[src/rtl/lsu_store_queue_if.sv]
// Store queue bus bundle: M1 push, commit-stage control, dcache drain port,
// load-forwarding lookup and occupancy status.
interface lsu_store_queue_if #(
  parameter int SB_SIZE    = 4,
  parameter int WORD_SIZE  = 32,
  parameter int ADDR_WIDTH = 32
);
  localparam int STRB_W = WORD_SIZE / 8;
  localparam int CW     = $clog2(SB_SIZE) + 1;

  logic                  flush_i;
  logic                  push_valid_i;
  logic                  push_ready_o;
  logic [ADDR_WIDTH-1:0] push_addr_i;
  logic [WORD_SIZE-1:0]  push_data_i;
  logic [STRB_W-1:0]     push_strb_i;
  logic                  commit_i;
  logic                  drain_valid_o;
  logic                  drain_ready_i;
  logic [ADDR_WIDTH-1:0] drain_addr_o;
  logic [WORD_SIZE-1:0]  drain_data_o;
  logic [STRB_W-1:0]     drain_strb_o;
  logic [ADDR_WIDTH-1:0] fwd_addr_i;
  logic [STRB_W-1:0]     fwd_rmask_i;
  logic [WORD_SIZE-1:0]  fwd_data_o;
  logic [STRB_W-1:0]     fwd_strb_o;
  logic                  fwd_full_o;
  logic [CW-1:0]         count_o;
  logic                  empty_o;
  logic                  full_o;

  // LSU / commit stage / dcache side
  modport master (
    output flush_i, push_valid_i, push_addr_i, push_data_i, push_strb_i,
           commit_i, drain_ready_i, fwd_addr_i, fwd_rmask_i,
    input  push_ready_o, drain_valid_o, drain_addr_o, drain_data_o,
           drain_strb_o, fwd_data_o, fwd_strb_o, fwd_full_o,
           count_o, empty_o, full_o
  );

  // Store queue side
  modport slave (
    input  flush_i, push_valid_i, push_addr_i, push_data_i, push_strb_i,
           commit_i, drain_ready_i, fwd_addr_i, fwd_rmask_i,
    output push_ready_o, drain_valid_o, drain_addr_o, drain_data_o,
           drain_strb_o, fwd_data_o, fwd_strb_o, fwd_full_o,
           count_o, empty_o, full_o
  );
endinterface

[src/rtl/lsu_store_queue.sv]
// Store queue between LSU M1 and the dcache write port. Entries live in a
// circular array bounded by head (oldest), cptr (first uncommitted) and
// tail (next free); each pointer carries a wrap bit so full/empty and the
// committed region are distinguishable. Provides byte-granular youngest-wins
// load forwarding and optional coalescing into the youngest open entry.
module lsu_store_queue #(
  parameter int SB_SIZE    = 4,
  parameter int WORD_SIZE  = 32,
  parameter int ADDR_WIDTH = 32,
  parameter bit MERGE_EN   = 1'b1
) (
  input logic               clk,
  input logic               rst,
  lsu_store_queue_if.slave  sq
);
  localparam int STRB_W = WORD_SIZE / 8;
  localparam int OFF    = $clog2(STRB_W);
  localparam int PW     = $clog2(SB_SIZE);
  localparam int WA     = ADDR_WIDTH - OFF;

  typedef logic [PW:0] ptr_t;

  ptr_t head, cptr, tail;
  ptr_t cptr_next;
  ptr_t count;

  logic [WA-1:0]        ent_addr [SB_SIZE];
  logic [WORD_SIZE-1:0] ent_data [SB_SIZE];
  logic [STRB_W-1:0]    ent_strb [SB_SIZE];

  logic                 full, empty, drain_valid;
  logic                 has_open;
  logic [PW-1:0]        head_idx, tail_idx, young_idx;
  logic [WA-1:0]        push_word, fwd_word;
  logic                 push_fire, merge_hit, do_merge, do_alloc;
  logic                 do_commit, do_drain;
  logic [WORD_SIZE-1:0] byte_mask;
  logic [WORD_SIZE-1:0] fwd_data;
  logic [STRB_W-1:0]    supplied;
  logic                 unused_bits;

  assign count       = tail - head;
  assign full        = (count == ptr_t'(SB_SIZE));
  assign empty       = (head == tail);
  assign drain_valid = (head != cptr);
  assign has_open    = (cptr != tail);

  assign head_idx  = head[PW-1:0];
  assign tail_idx  = tail[PW-1:0];
  assign young_idx = tail_idx - PW'(1);
  assign push_word = sq.push_addr_i[ADDR_WIDTH-1:OFF];
  assign fwd_word  = sq.fwd_addr_i[ADDR_WIDTH-1:OFF];

  // A flush drops any same-cycle push, and an all-zero strobe is a no-op.
  assign push_fire = sq.push_valid_i && !full && (|sq.push_strb_i) && !sq.flush_i;
  assign merge_hit = MERGE_EN && has_open && !sq.commit_i &&
                     (ent_addr[young_idx] == push_word);
  assign do_merge  = push_fire && merge_hit;
  assign do_alloc  = push_fire && !merge_hit;
  assign do_commit = sq.commit_i && has_open;
  assign do_drain  = drain_valid && sq.drain_ready_i;
  assign cptr_next = do_commit ? cptr + ptr_t'(1) : cptr;

  // Expand the push strobe into a bit mask for partial-word merging
  always_comb begin
    byte_mask = '0;
    for (int b = 0; b < STRB_W; b++) begin
      byte_mask[8*b +: 8] = {8{sq.push_strb_i[b]}};
    end
  end

  // Pointer update; flush rewinds tail to the post-commit cptr
  always_ff @(posedge clk or posedge rst) begin
    if (rst) begin
      head <= '0;
      cptr <= '0;
      tail <= '0;
    end else begin
      if (do_drain) head <= head + ptr_t'(1);
      cptr <= cptr_next;
      if (sq.flush_i)    tail <= cptr_next;
      else if (do_alloc) tail <= tail + ptr_t'(1);
    end
  end

  // Entry storage: allocate at tail or coalesce into the youngest entry
  always_ff @(posedge clk) begin
    if (do_alloc) begin
      ent_addr[tail_idx] <= push_word;
      ent_data[tail_idx] <= sq.push_data_i;
      ent_strb[tail_idx] <= sq.push_strb_i;
    end else if (do_merge) begin
      ent_data[young_idx] <= (ent_data[young_idx] & ~byte_mask) |
                             (sq.push_data_i & byte_mask);
      ent_strb[young_idx] <= ent_strb[young_idx] | sq.push_strb_i;
    end
  end

  // Forwarding: scan oldest to youngest so later matches overwrite earlier
  always_comb begin
    fwd_data = '0;
    supplied = '0;
    for (int i = 0; i < SB_SIZE; i++) begin
      if ((ptr_t'(i) < count) &&
          (ent_addr[PW'(head_idx + PW'(i))] == fwd_word)) begin
        for (int b = 0; b < STRB_W; b++) begin
          if (ent_strb[PW'(head_idx + PW'(i))][b]) begin
            supplied[b]        = 1'b1;
            fwd_data[8*b +: 8] = ent_data[PW'(head_idx + PW'(i))][8*b +: 8];
          end
        end
      end
    end
  end

  assign sq.fwd_data_o    = fwd_data;
  assign sq.fwd_strb_o    = supplied & sq.fwd_rmask_i;
  assign sq.fwd_full_o    = ((supplied & sq.fwd_rmask_i) == sq.fwd_rmask_i) &&
                            (|sq.fwd_rmask_i);

  assign sq.drain_valid_o = drain_valid;
  assign sq.drain_addr_o  = drain_valid ? {ent_addr[head_idx], {OFF{1'b0}}} : '0;
  assign sq.drain_data_o  = drain_valid ? ent_data[head_idx] : '0;
  assign sq.drain_strb_o  = drain_valid ? ent_strb[head_idx] : '0;

  assign sq.push_ready_o  = !full;
  assign sq.full_o        = full;
  assign sq.empty_o       = empty;
  assign sq.count_o       = count;

  assign unused_bits = ^{sq.push_addr_i[OFF-1:0], sq.fwd_addr_i[OFF-1:0]};
endmodule

[src/flat_wrapper.sv]
// flat-port wrapper written by rule: the top's interface ports become plain ports
module lsu_store_queue_flat 
#(
  parameter int SB_SIZE    = 4,
  parameter int WORD_SIZE  = 32,
  parameter int ADDR_WIDTH = 32,
  parameter bit MERGE_EN   = 1'b1
)
  (clk, rst, sq_flush_i, sq_push_valid_i, sq_push_addr_i, sq_push_data_i, sq_push_strb_i, sq_commit_i, sq_drain_ready_i, sq_fwd_addr_i, sq_fwd_rmask_i, sq_push_ready_o, sq_drain_valid_o, sq_drain_addr_o, sq_drain_data_o, sq_drain_strb_o, sq_fwd_data_o, sq_fwd_strb_o, sq_fwd_full_o, sq_count_o, sq_empty_o, sq_full_o);
  lsu_store_queue_if #(.SB_SIZE(SB_SIZE), .WORD_SIZE(WORD_SIZE), .ADDR_WIDTH(ADDR_WIDTH)) sq_i ();
  input logic clk;
  input logic rst;
  input wire logic [$bits(sq_i.flush_i)-1:0] sq_flush_i;
  input wire logic [$bits(sq_i.push_valid_i)-1:0] sq_push_valid_i;
  input wire logic [$bits(sq_i.push_addr_i)-1:0] sq_push_addr_i;
  input wire logic [$bits(sq_i.push_data_i)-1:0] sq_push_data_i;
  input wire logic [$bits(sq_i.push_strb_i)-1:0] sq_push_strb_i;
  input wire logic [$bits(sq_i.commit_i)-1:0] sq_commit_i;
  input wire logic [$bits(sq_i.drain_ready_i)-1:0] sq_drain_ready_i;
  input wire logic [$bits(sq_i.fwd_addr_i)-1:0] sq_fwd_addr_i;
  input wire logic [$bits(sq_i.fwd_rmask_i)-1:0] sq_fwd_rmask_i;
  output wire logic [$bits(sq_i.push_ready_o)-1:0] sq_push_ready_o;
  output wire logic [$bits(sq_i.drain_valid_o)-1:0] sq_drain_valid_o;
  output wire logic [$bits(sq_i.drain_addr_o)-1:0] sq_drain_addr_o;
  output wire logic [$bits(sq_i.drain_data_o)-1:0] sq_drain_data_o;
  output wire logic [$bits(sq_i.drain_strb_o)-1:0] sq_drain_strb_o;
  output wire logic [$bits(sq_i.fwd_data_o)-1:0] sq_fwd_data_o;
  output wire logic [$bits(sq_i.fwd_strb_o)-1:0] sq_fwd_strb_o;
  output wire logic [$bits(sq_i.fwd_full_o)-1:0] sq_fwd_full_o;
  output wire logic [$bits(sq_i.count_o)-1:0] sq_count_o;
  output wire logic [$bits(sq_i.empty_o)-1:0] sq_empty_o;
  output wire logic [$bits(sq_i.full_o)-1:0] sq_full_o;
  assign sq_i.flush_i = sq_flush_i;
  assign sq_i.push_valid_i = sq_push_valid_i;
  assign sq_i.push_addr_i = sq_push_addr_i;
  assign sq_i.push_data_i = sq_push_data_i;
  assign sq_i.push_strb_i = sq_push_strb_i;
  assign sq_i.commit_i = sq_commit_i;
  assign sq_i.drain_ready_i = sq_drain_ready_i;
  assign sq_i.fwd_addr_i = sq_fwd_addr_i;
  assign sq_i.fwd_rmask_i = sq_fwd_rmask_i;
  assign sq_push_ready_o = sq_i.push_ready_o;
  assign sq_drain_valid_o = sq_i.drain_valid_o;
  assign sq_drain_addr_o = sq_i.drain_addr_o;
  assign sq_drain_data_o = sq_i.drain_data_o;
  assign sq_drain_strb_o = sq_i.drain_strb_o;
  assign sq_fwd_data_o = sq_i.fwd_data_o;
  assign sq_fwd_strb_o = sq_i.fwd_strb_o;
  assign sq_fwd_full_o = sq_i.fwd_full_o;
  assign sq_count_o = sq_i.count_o;
  assign sq_empty_o = sq_i.empty_o;
  assign sq_full_o = sq_i.full_o;
  lsu_store_queue #(.SB_SIZE(SB_SIZE), .WORD_SIZE(WORD_SIZE), .ADDR_WIDTH(ADDR_WIDTH), .MERGE_EN(MERGE_EN)) u_core (.clk(clk), .rst(rst), .sq(sq_i));
endmodule
[config.mk]
export PLATFORM = sky130hd
export DESIGN_NAME = lsu_store_queue_flat
export DESIGN_NICKNAME = d
export VERILOG_FILES = /design/src/rtl/lsu_store_queue_if.sv /design/src/rtl/lsu_store_queue.sv /design/src/flat_wrapper.sv
export SDC_FILE = /design/constraint.sdc
export NUM_CORES = 1
export LEC_CHECK = 0
export BUFFER_PORTS_ARGS = -buffer_cell sky130_fd_sc_hd__buf_2
export CAP_MARGIN = 20
export CORE_ASPECT_RATIO = 1.5
export CORE_MARGIN = 10
export CORE_UTILIZATION = 65
export CTS_BUF_LIST = sky130_fd_sc_hd__clkbuf_16
export DETAILED_ROUTE_END_ITERATION = 8
export GPL_TIMING_DRIVEN = 1
export PLACE_DENSITY = 0.84
export SYNTH_ARGS = -nofsm -noshare
export SYNTH_HDL_FRONTEND = slang
export SYNTH_SLANG_ARGS = --single-unit
[constraint.sdc]
create_clock -name clk -period 17.25 [get_ports clk]
set_input_delay 0.8625 -clock clk [delete_from_list [all_inputs] [get_ports clk]]
set_output_delay 0.8625 -clock clk [all_outputs]
set_load 0.05 [all_outputs]
==> Word-level counts from Yosys, hierarchy flattened <==
Memories as Yosys holds them, arrays and structs flattened.
Index checks and enable logic that the tools add are counted.
{ "totals": {"reg_bits": 9, "latch_bits": 0, "ramBits": 264, "rom_bits": 0, "in_bits": 110, "out_inout_bits": 112, "wordCells": 114, "n_memories": 3} }
{ "op_classes": {"n_addsub": 8, "mul": 0, "div": 0, "order_cmp": 4, "eq_ne": 10, "shift": 0, "mux": 57, "bitwise_logic": 6, "reduce_logical": 23} }
{ "memory_table": {"columns": ["memory", "depth", "width", "read_ports", "rd_clocked_by_memory_dff", "wr", "line", "rtl"], "rows": [
  ["u_core.ent_data", 4, 32, 5, 0, 1, "lsu_store_queue.sv:28", "logic [WORD_SIZE-1:0] ent_data [SB_SIZE];"],
  ["u_core.ent_addr", 4, 30, 5, 0, 1, "lsu_store_queue.sv:27", "logic [WA-1:0] ent_addr [SB_SIZE];"],
  ["u_core.ent_strb", 4, 4, 5, 0, 1, "lsu_store_queue.sv:29", "logic [STRB_W-1:0] ent_strb [SB_SIZE];"]
]} }
{ "ops": {"columns": ["op", "count"], "rows": [
  ["$mux 32", 7],
  ["$eq 30x30->1", 5],
  ["$mux 8", 16],
  ["$and 32x32->32", 2],
  ["$not 32->32", 1],
  ["$or 32x32->32", 1],
  ["$reduce_or 32->1", 1],
  ["$mux 4", 6],
  ["$mux 1", 23],
  ["$logic_and 1x1->1", 14],
  ["$reduce_or 4->1", 3],
  ["$add 3x1->3 const B", 3],
  ["$mux 3", 3],
  ["$lt 1x3->1 const A", 2],
  ["$lt 2x3->1 const A", 2],
  ["$ne 3x3->1", 2],
  ["$add 2x2->2 const B", 2],
  ["$and 4x4->4", 1],
  ["$eq 4x4->1", 1],
  ["$logic_not 1->1", 4],
  ["$mux 2", 2],
  ["$or 4x4->4", 1],
  ["$eq 3x3->1", 1],
  ["$eq 3x3->1 const B", 1],
  ["other kinds (4)", 4]
]} }

==> Depth between registers and ports, before layout <==
Gate-level depths: netlist of the first run.
{ "logic_depth": {"word_depth": 13, "mapped_depth": 17, "depth_no_buf": 11} }

==> Worst setup path after synthesis of the first run <==
OpenSTA, ideal clock, no wires.
{ "synth_path": {"path_type": "register to output", "start": "register u_core.tail[0]", "end": "output port sq_fwd_data_o[7]", "t_arrival_ns": 5.503, "t_required_ns": 16.388, "path_slack_ns": 10.885, "path_stages_with_launch": 16, "n_path_buf": 4, "cell_sequence": "dfrtp_1 buf_2 buf_2 buf_1 inv_1 ha_1 fa_1 xnor2_1 nor2_1 a221oi_1 o2111ai_1 nor4b_4 buf_2 and2_1 o21ai_0 a31oi_1"} }
{ "synth_between": {"elab_chain_cells": 10, "elab_cells_between_ends": 16, "classes_between": "add/sub (1); order compare (4); mux (7); reduce/logical (4)"} }
{ "synth_lines": {"columns": ["element", "line", "rtl"], "rows": [
  ["start: declaration", "lsu_store_queue.sv:23", "ptr_t head, cptr, tail;"],
  ["start signal: assignment", "lsu_store_queue.sv:81", "if (sq.flush_i) tail <= cptr_next;"],
  ["start signal: assignment", "lsu_store_queue.sv:82", "else if (do_alloc) tail <= tail + ptr_t'(1);"],
  ["$sub 3x3->3 *", "lsu_store_queue.sv:42", "assign count = tail - head;"],
  ["named net sq_count_o[2]", "flat_wrapper.sv:30", "output wire logic [$bits(sq_i.count_o)-1:0] sq_count_o;"],
  ["$lt 1x3->1", "lsu_store_queue.sv:104", "if ((ptr_t'(i) < count) &&"],
  ["$logic_and 1x1->1", "lsu_store_queue.sv:104", null],
  ["$mux 32", "lsu_store_queue.sv:104", null],
  ["$mux 8", "lsu_store_queue.sv:107", "if (ent_strb[PW'(head_idx + PW'(i))][b]) begin"],
  ["$mux 32", "lsu_store_queue.sv:104", null],
  ["$mux 8", "lsu_store_queue.sv:107", null],
  ["$mux 32", "lsu_store_queue.sv:104", null],
  ["$mux 8", "lsu_store_queue.sv:107", null],
  ["$mux 32 *", "lsu_store_queue.sv:104", null],
  ["end: declaration", "flat_wrapper.sv:27", "output wire logic [$bits(sq_i.fwd_data_o)-1:0] sq_fwd_data_o;"]
]} }
Mark *: on every way through the listed nets, which the timed path passes. The rest lies on a longest branch.

==> Worst setup path after layout of the first run <==
{ "layout_path": {"start": "register u_core.head[1]", "end": "output port sq_fwd_data_o[2]"} }
{ "layout_between": {"elab_chain_cells": 10, "elab_cells_between_ends": 27, "classes_between": "add/sub (4); order compare (4); eq/ne (4); mux (8); reduce/logical (4); memory (3)"} }
{ "layout_lines": {"columns": ["element", "line", "rtl"], "rows": [
  ["start: declaration", "lsu_store_queue.sv:23", null],
  ["start signal: assignment", "lsu_store_queue.sv:79", "if (do_drain) head <= head + ptr_t'(1);"],
  ["$sub 3x3->3 or $mem_v2 4x30 (tied branches)", null, null],
  ["$lt 1x3->1 or $eq 30x30->1 (tied branches)", "lsu_store_queue.sv:104, lsu_store_queue.sv:105", null],
  ["$logic_and 1x1->1", "lsu_store_queue.sv:104", null],
  ["$mux 32", "lsu_store_queue.sv:104", null],
  ["$mux 8", "lsu_store_queue.sv:107", null],
  ["$mux 32", "lsu_store_queue.sv:104", null],
  ["$mux 8", "lsu_store_queue.sv:107", null],
  ["$mux 32", "lsu_store_queue.sv:104", null],
  ["$mux 8", "lsu_store_queue.sv:107", null],
  ["$mux 32 *", "lsu_store_queue.sv:104", null]
]} }
Every way passes the cells marked *; elsewhere a longest branch is shown, timed or not.

==> results of run 1 <==
[registers in the layout, indices dropped and copies added, names as in the netlist]
name,cells
u_core.ent_addr,120
u_core.tail,3
u_core.head,3
u_core.ent_strb,16
u_core.ent_data,128
u_core.cptr,3
[power by group]
group	internal (mW)	switching, mW	leakage [nW]	total (mW)
Sequential	0.830	0.133	2.50	0.963
Combinational	1.39	1.93	4.96	3.32
Clock	0.377	0.256	0.463	0.633
[cells by family after synthesis]
group	synth area share, %
multiplexers	37.7
AND/OR/NAND/NOR	8.26
flip-flops	38.5
XOR/XNOR	6.58
buffers and inverters	3.95
AO/OA/AOI/OAI	4.44
adder cells (fa/ha/maj)	0.567
other	0.0177
[cells in the mapped netlist (15+ instances only)]
cell | number | area share, %
mux4_2 | 299 | 32
edfxtp_1 | 264 | 37
xnor2_1 | 120 | 5.0
and2_1 | 84 | 2.5
mux2i_1 | 64 | 3.0
clkbuf_1 | 59 | 1.0
nand2_1 | 54 | 0.96
nor2_1 | 47 | 0.83
xor2_1 | 39 | 1.6
mux2_2 | 36 | 1.9
buf_2 | 31 | 0.73
o21ai_0 | 30 | 0.71
nor3_1 | 24 | 0.57
nand4_1 | 23 | 0.68
inv_1 | 21 | 0.37
nand2b_1 | 19 | 0.56
a31oi_1 | 17 | 0.50
nand3_1 | 17 | 0.40
buf_4 | 15 | 0.53
[path summary, 6_finish.rpt]
check,slack (ns),start,end
setup / recovery,9.47,u_core.head[1],sq_fwd_data_o[2]
hold / removal,0.28,rst,u_core.cptr[2]
setup reg to reg,11.70,u_core.tail[0],u_core.ent_data[3][9]
hold reg to reg,0.58,u_core.head[2],u_core.head[2]
max in group asynchronous,16.66,rst,u_core.head[0]
min in group clk,0.55,sq_push_addr_i[13],u_core.ent_addr[2][11]
[area by class of cell]
cell class              count  area (µm²)
diodes                      6        15.0
clock inverters            22         277
fillers                  2072        8750
repair buffers            242        1280
flip-flops and latches    273        8160
inverters                  23        86.3
multi-input cells        1016       12300
well taps                 410         513
clock buffers              27         676
[worst max-delay path, cell delays in order, from the launching register on]
cell      delay [ns]
dfrtp_4         0.70
ha_4            0.89
buf_4           0.89
mux2_2          0.43
a221oi_1        0.34
nor2_1          0.17
nor4_1          0.43
nand3_1         0.44
nor4b_4         0.98
and2_1          0.24
o21ai_0         0.11
a31oi_1         0.32
buf_2           0.32
[per-stage QoR]
| step | cell area [µm²] | instances |
|---|---|---|
| floorplan | 21200 | 1445 |
| global placement | 22300 | 1964 |
| detailed placement | 22300 | 1964 |
| CTS | 23300 | 2013 |
| global route | 23300 | 2018 |
| finish | 23300 | 2019 |
[metal layers]
layer | share of wire, % | wire (µm) | global-route usage (%) | vias to the layer above
met4 | 5.3 | 3140 | 15.0 | 6
met1 | 33 | 19300 | 33.3 | 7575
met5 | 0.078 | 46 | 0 | -
li1 | - | - | - | 6181
met3 | 9.8 | 5800 | 5.26 | 175
met2 | 52 | 30900 | 50.0 | 1062
==> results summary, run 1 <==
The run finished with clean final reports. The total number of vias is approximately 15,000. Across the run, the number of max-cap violations was 0.

The number of DRC markers after the initial detailed-route iteration came out at 1,711. The number of cell rows is 80. After synthesis, the mean cell area works out to 14.7 µm². The category of the most critical setup path is reg -> out. Global routing consumed, over all layers together, between 20 and 30% of the routing resources. The initial antenna violation count came out at 8. STA classifies the critical path startpoint as a register. Buffers added to address setup during post-CTS repair amount to 0. From bottom edge to top edge, the die measures approximately 240 µm. Buffers inserted during clock tree synthesis total 27. The number of DRC violations after detailed routing came out at 0.

The via count of the first global-routing pass is approximately 15,000. The core utilization of the finished layout is between 70 and 80%. The wire length of the first global-routing pass came out at approximately 90,000 µm. The HPWL after detailed placement came out at slightly above 40,000 µm. The die is between 150 and 200 µm wide. The cell area after technology mapping came out at about 0.021 mm². The number of buffers added to fix hold violations after cts came out at 0. The worst hold path class is in -> async. The Yosys step of the flow raised 0 warnings. The I/O pin total is ~220. After global routing the overflow that remains totals 0.

In the layout the commonest cells are mux4_2, edfxtp_1, buf_2, xnor2_1, and2_1. The sequential element share of the synthesized area is about two fifths. The sum of routed wire length over all layers is ~60,000 µm. The number of iterations in the first detailed-routing pass is 7. In this run the tightest slew margin relative to its limit is between 20 and 30%.

In the post-route analysis, the smallest setup slack over all paths is between 9 and 10 ns. The post-route setup TNS is 0 ns. The maximum number of pins on one net before global-route repair came out at 67.

The worst voltage drop across the vdd grid is 0.000264 V. The final worst-path cycle share is a little under half. The initial core utilization came out at ~66%. Cells with a size suffix above 1 make up between 40% and 50% of the layout.

The post-layout minimum cycle time came out at slightly below 8 ns. The maximum buffer depth of the clock tree came out at 3. After synthesis, the share of flip-flops with an asynchronous set or reset is 3.30%.

OpenSTA, run right after detailed placement, puts the worst setup slack at around 10 ns. For this run, the leading register cell type out of synthesis is edfxtp_1. Summed over all cells, the static leakage comes to roughly 8 nW. Power spread over the standard cell area amounts to ~210 mW/mm². The library cell used most frequently in the layout, excluding fill and tap cells, is mux4_2.

The maximum clock frequency is between 100 and 150 MHz. The design draws about 4.9 mW. The number of buffers inserted by port buffering is 215. The area of the die came out at 0.0403 mm². The number of nets with antenna violations after routing is 0. The final routed wire length divided by cell count is 29.3 µm. Yosys mapped the design onto 70 distinct sky130hd cell types. The core box area came out at 0.0320 mm².

The actual slew at the worst max-slew pin is ~1.1 ns. Compared with the post-synthesis result, the final layout area differs by 9.98%. The maximum level of the CTS H-tree is 1. The data required time of the worst path is approximately 16 ns. Clock latency on the worst-skew pair, taken at its later pin, is around 0.55 ns.

The nature of the critical path endpoint is an output pin. The post-layout net count came out at ~1,700. The endpoint arrival time on the critical path is slightly below 7 ns. The worst hold slack across all endpoints is 0.283 ns. The post-detailed-route via-to-cell ratio is around 7.4. The maximum fanout along the worst path is approximately 60. TritonCTS built the clock tree. Synthesis produced a netlist whose cell count is 1,444. The buffer type at the clock tree root is clkbuf_16.

The global placement routability congestion is 0.962. The number of gates resized after CTS is 0. Counting cells, the worst reg-to-reg path comes to 12.

The number of failing setup endpoints in the final timing report came out at 0. Clock skew on the completed layout was measured at approximately 0.012 ns. Counting flops with a built-in enable in the synthesized netlist gives roughly 260. After clock tree synthesis, the clock-pin slew on the worst setup and hold paths is 0.07 ns. The register bit total from synthesis came out at between 200 and 300. The total count of hold-check failures in the final report is 0. Setup repair after global routing left no endpoint under its margin. The clock net sink count came out at approximately 270. The number of max-slew violations in the final report is 0.
Note: power is estimated with default switching activity, not from simulation.
==> run 2, diff against run 1 <==
--- a/config.mk
+++ b/config.mk
@@ -5,15 +5,16 @@
 export SDC_FILE = /design/constraint.sdc
 export NUM_CORES = 1
 export LEC_CHECK = 0
+export ABC_AREA = 1
 export BUFFER_PORTS_ARGS = -buffer_cell sky130_fd_sc_hd__buf_2
 export CAP_MARGIN = 20
 export CORE_ASPECT_RATIO = 1.5
 export CORE_MARGIN = 10
-export CORE_UTILIZATION = 65
+export CORE_UTILIZATION = 55
 export CTS_BUF_LIST = sky130_fd_sc_hd__clkbuf_16
 export DETAILED_ROUTE_END_ITERATION = 8
 export GPL_TIMING_DRIVEN = 1
-export PLACE_DENSITY = 0.84
+export PLACE_DENSITY = 0.75
 export SYNTH_ARGS = -nofsm -noshare
 export SYNTH_HDL_FRONTEND = slang
 export SYNTH_SLANG_ARGS = --single-unit
==> constraint.sdc (replaced) <==
create_clock -name clk -period 6.8 [get_ports clk]
set_input_delay 0.34 -clock clk [delete_from_list [all_inputs] [get_ports clk]]
set_output_delay 0.34 -clock clk [all_outputs]
set_load 0.05 [all_outputs]
==> run 2 against run 1 <==
Clock skew grew 0.0094 ns. Sequential cell count is the same. Utilization shrank 11 points. Routed wire length grew 32%. Global-route usage grew 2.6 points. Synthesized cell count grew 120%. Via count grew 53%. First-iteration DRC count grew 40%. Die area grew 19%. Cell count grew 87%. Worst hold slack lost 0.27 ns. Largest cell class unchanged. Highest routed layer is now met4.
==> results summary, run 2 <==
The number of maximum-capacitance violations was 0 (unchanged). The number of buffers inserted by port buffering came out at 215 (unchanged). The maximum level of the CTS H-tree came out at 1 (unchanged). The run finished with clean final reports.

The number of failing setup endpoints in the final timing report was 0 (unchanged). The register bit total from synthesis is 273 (unchanged). The most area-hungry cell type in the Yosys netlist is edfxtp_1. The cell area after technology mapping is 0.0216 mm² (+2.2%).

Yosys instantiated no cell more often than nand2_1. The flip-flop count of the largest register after layout came out at 128 (unchanged). The number of synthesized flops with an enable pin came out at 264 (unchanged). The nature of the critical path startpoint is a register. The met3 layer wire length in the routed design is 7130 µm (+23%). The post-detailed-route via-to-cell ratio was 6.11 (-18%). The clock transition at the registers of the reported paths came out at 0.06 ns (about the same). The largest registers in the layout are u_core.ent_data: 128 flops, u_core.ent_addr: 120 flops, u_core.ent_strb: 16 flops. Broken down by cell family, the worst path's largest delay share belongs to simple AND/OR/NAND/NOR gates. The maximum buffer depth of the clock tree is 3 (unchanged). The worst register-to-register path ends at u_core.ent_addr[2][24]. The commonest cells after synthesis are nand2_1, nand3_1, edfxtp_1. The setup slack on the worst flop-to-flop path is 1.52 ns (-10.18 ns).

The post-route setup TNS is 0 ns (unchanged). The final routed wire length divided by cell count is 20.7 µm (-29%). The amount of wire on met2 after detailed routing came out at 38,000 µm (+23%). The HPWL after detailed placement is 53,300 µm (+29%).

The number of warnings issued by yosys came out at 0 (unchanged). The post-layout net count came out at 3,363 (+98%). The endpoint arrival time on the critical path is 5.31 ns (-1.61 ns). The I/O pin total came to 222 (unchanged).

The number of fill cells came out at 3,544 (+71%). Timing would allow up to 177 MHz. The number of cell rows is 88 (+10%). The most used flip-flop cell after synthesis is edfxtp_1. By area, the combinational part of the netlist is dominated by simple AND/OR/NAND/NOR gates. The post-synthesis simple-gate area fraction came out at 38.4% (+30 points). By startpoint and endpoint, the worst setup path is classified as reg -> out.

The proportion of netlist area held by the largest area contributor came to 36.6% (-0.80 points). The path length in cells of the critical path is 16 (+4). The share of synthesized registers carrying an async set or reset was 3.30% (unchanged). The actual slew at the worst max-slew pin came out at 1.11 ns (+0.0257 ns).

The maximum cell stage delay along the critical path came to 0.86 ns (-0.12 ns). The total grt overflow came out at 0 (unchanged). The compound-gate portion of the synthesized area is 9.47% (+5.0 points). The via count of the first global-routing pass came out at 22,300 (+46%).

Leaving out fill and tap cells, the most frequent cells in the layout are nand2_1, nand3_1, edfxtp_1, o21ai_0, inv_1. The maximum fanout along the worst path is 93 (+52%). The register with the most flip-flops is u_core.ent_data.

The number of different library cells in the post-synthesis netlist came out at 39 (-44%). After synthesis, the cell types taking the most area are edfxtp_1, nand2_1, nand3_1, o21ai_0, mux2i_1. Setup repair after global routing left no endpoint under its margin. The combined buffer and inverter count along the critical path is 3 (+1). The number of DRC violations after detailed routing came out at 0 (unchanged). The worst hold path terminates at u_core.ent_addr[1][12]. The clock net sink count came out at 273 (unchanged). After detailed routing, no signal wire sits above met4.

The data required time of the worst path came out at 6.46 ns (-9.93 ns). The share of synthesized area spent on multiplexers came out at 4.40% (-33 points). The worst setup path is captured at an output pin. The global-route total usage across every layer came out at 31.3% (+2.6 points). The number of gates resized after CTS came out at 0 (unchanged).

Walking the worst path, the cells encountered are buf_4 -> nand2_1 -> nand3_1 -> nand3_1 -> nand2_1 -> nand3_1 -> nor2_1 -> nand2_1 -> nor2_1 -> nand3_1 -> inv_1 -> nand3_1 -> nand3_1 -> nand3_1 -> nand2_1 -> buf_2. The mean post-synth cell area is 6.92 µm² (-53%). The tightest slew margin relative to the limit came out at 25.7% (-1.6 points). The adder-cell area share of the yosys netlist came to 0.555% (-0.012 points). The die height is 263 µm (+9.1%). The die outline width came out at 182 µm (+8.7%).

The number of max-slew violations in the final report is 0 (unchanged). The relative area change from synthesis to final layout came out at 10.6%. The initial antenna violation count was 6 (-2). The number of standard cells after synthesis is 3,126 (+120%).

The number of iterations in the first detailed-routing pass is 8 (+1). The initial core utilization came out at 56.0% (-10 points). The buffer type at the clock tree root is clkbuf_16. TritonCTS built the clock tree. The depth of the worst register-to-register path came out at 14 (+2). The global placement routability congestion came out at 0.961 (about the same). The met1 layer wirelength in the final routing came out at 26,700 µm (+39%). The maximum number of pins on one net before global-route repair is 105 (+57%). The cell type with the highest occurrence count on the critical path is nand3_1. The worst hold path class is in -> reg. Among all stages on the critical path, the largest delay is contributed by buf_4. The number of buffers created by CTS is 28 (+3.7%).

The insertion delay to the later sink of the worst-skew pair came out at 0.59 ns (+0.04 ns). The core box area came to 0.0386 mm² (+21%). Counting instances, the worst hold path has a depth of 1. The ratio of cells with drive above 1 in the final layout is 11.3% (-29 points). The area of the die is 0.0478 mm² (+19%). The total number of vias was 23,000 (+53%).

The sum of routed wire length over all layers is 78,000 µm (+32%). In this run the most critical hold path is launched from sq_push_addr_i[14]. The sequential element share of the synthesized area is 37.7% (-0.83 points). The worst path uses between 80% and 90% of the clock period. The parity-gate share of the synthesized area counting xor and xnor cells is 0.972% (-5.6 points).

The total count of hold-check failures in the final report came out at 0 (unchanged). The reg-to-reg startpoint is u_core.tail[0]. The number of nets with antenna violations after routing came out at 0 (unchanged). The wire length of the first global-routing pass is 120,000 µm (+33%). The post-layout minimum cycle time came out at around 5.6 ns. Leaving out fill and tap cells, the most frequent cell in the layout is nand2_1. The number of DRC markers after the initial detailed-route iteration is 2,390 (+40%). The largest clock skew in the final design was 0.0215 ns (+0.00944 ns).
## run 2: changes by cell type after synthesis, moves of 26 or more
cell / delta
and2_1: -83
o21ai_0: +217
or2_2: +37
xnor2_1: -108
nor2_1: +56
inv_1: +220
nand2_1: +1076
o2111ai_1: +26
xor2_1: -27
a21oi_1: +33
mux4_2: -299
nand3_1: +597
mux2i_1: +31
mux2_2: -36
## run 2: kinds of logic (layout without fill, tap and decap cells)
logic type	Yosys count	after routing
AO/OA/AOI/OAI	365	365
other	1	11
XOR/XNOR	24	24
flip-flops	273	273
buffers and inverters	427	562
AND/OR/NAND/NOR	1932	1932
adder cells (fa/ha/maj)	9	9
multiplexers	95	95
## run 2: worst max-delay path by stage
stage | start | to | slack, ns
after floorplan | u_core.tail[0] | u_core.ent_data[1][0] | 0.15
after global placement | u_core.tail[0] | u_core.ent_addr[3][13] | 1.89
after detailed placement | u_core.tail[0] | u_core.ent_addr[3][0] | 1.81
after CTS | u_core.head[0] | sq_fwd_data_o[2] | 1.36
after global routing | u_core.head[0] | sq_fwd_data_o[29] | 0.95
final | u_core.head[0] | sq_fwd_data_o[2] | 1.15
## run 2: layer usage
metal / global-route usage (%) / vias to the layer above
li1: - / 10800
met1: 33.4 / 10700
met2: 53.4 / 1289
met3: 5.47 / 292
met4: 24.3 / 0
met5: 0 / -
## run 2: through the flow
stage	hold slack [ns]	std cells	setup WS (ns)	instance area (µm²)	utilization, %
floorplan	0.168	3127	0.148	21600	-
global placement	0.350	3697	1.89	22800	59.0
detailed placement	0.362	3697	1.81	22800	59.0
CTS	0.000268	3757	1.36	23900	61.8
global route	0.0112	3762	0.946	23900	61.9
finish	0.0136	3766	1.15	23900	61.9
## run 2: cell type report
cell class / count / area [µm²] / area share, %
clock buffer: 29 / 726 / 3.03
multi-input combinational: 2427 / 11700 / 49.0
timing repair buffer: 258 / 1450 / 6.08
clock inverter: 19 / 234 / 0.978
antenna: 9 / 22.5 / 0.0942
sequential: 273 / 8160 / 34.1
inverter: 256 / 968 / 4.05
tap: 495 / 619 / 2.59
## run 2: what timing repair did
item,in CTS,in global routing
endpoints found under the hold margin,47,0
buffers inserted,0,0
hold buffers,12,0
## run 2: worst register-to-register path: stages (launching register included)
cell     delay [ns]
dfrtp_4        0.57
buf_4          0.52
buf_4          0.80
nand2_1        0.13
nand3_1        0.12
nand2_1        0.08
o21ai_0        0.74
nor3_1         0.16
nor2b_1        0.19
nand2_1        0.09
inv_1          0.06
nand2_1        0.07
nand2_1        0.28
nor2_4         0.76
buf_4          0.39
Power of run 2 is not shown: default switching activity piles up to over one toggle a cycle in this logic, so the estimate is an artifact.
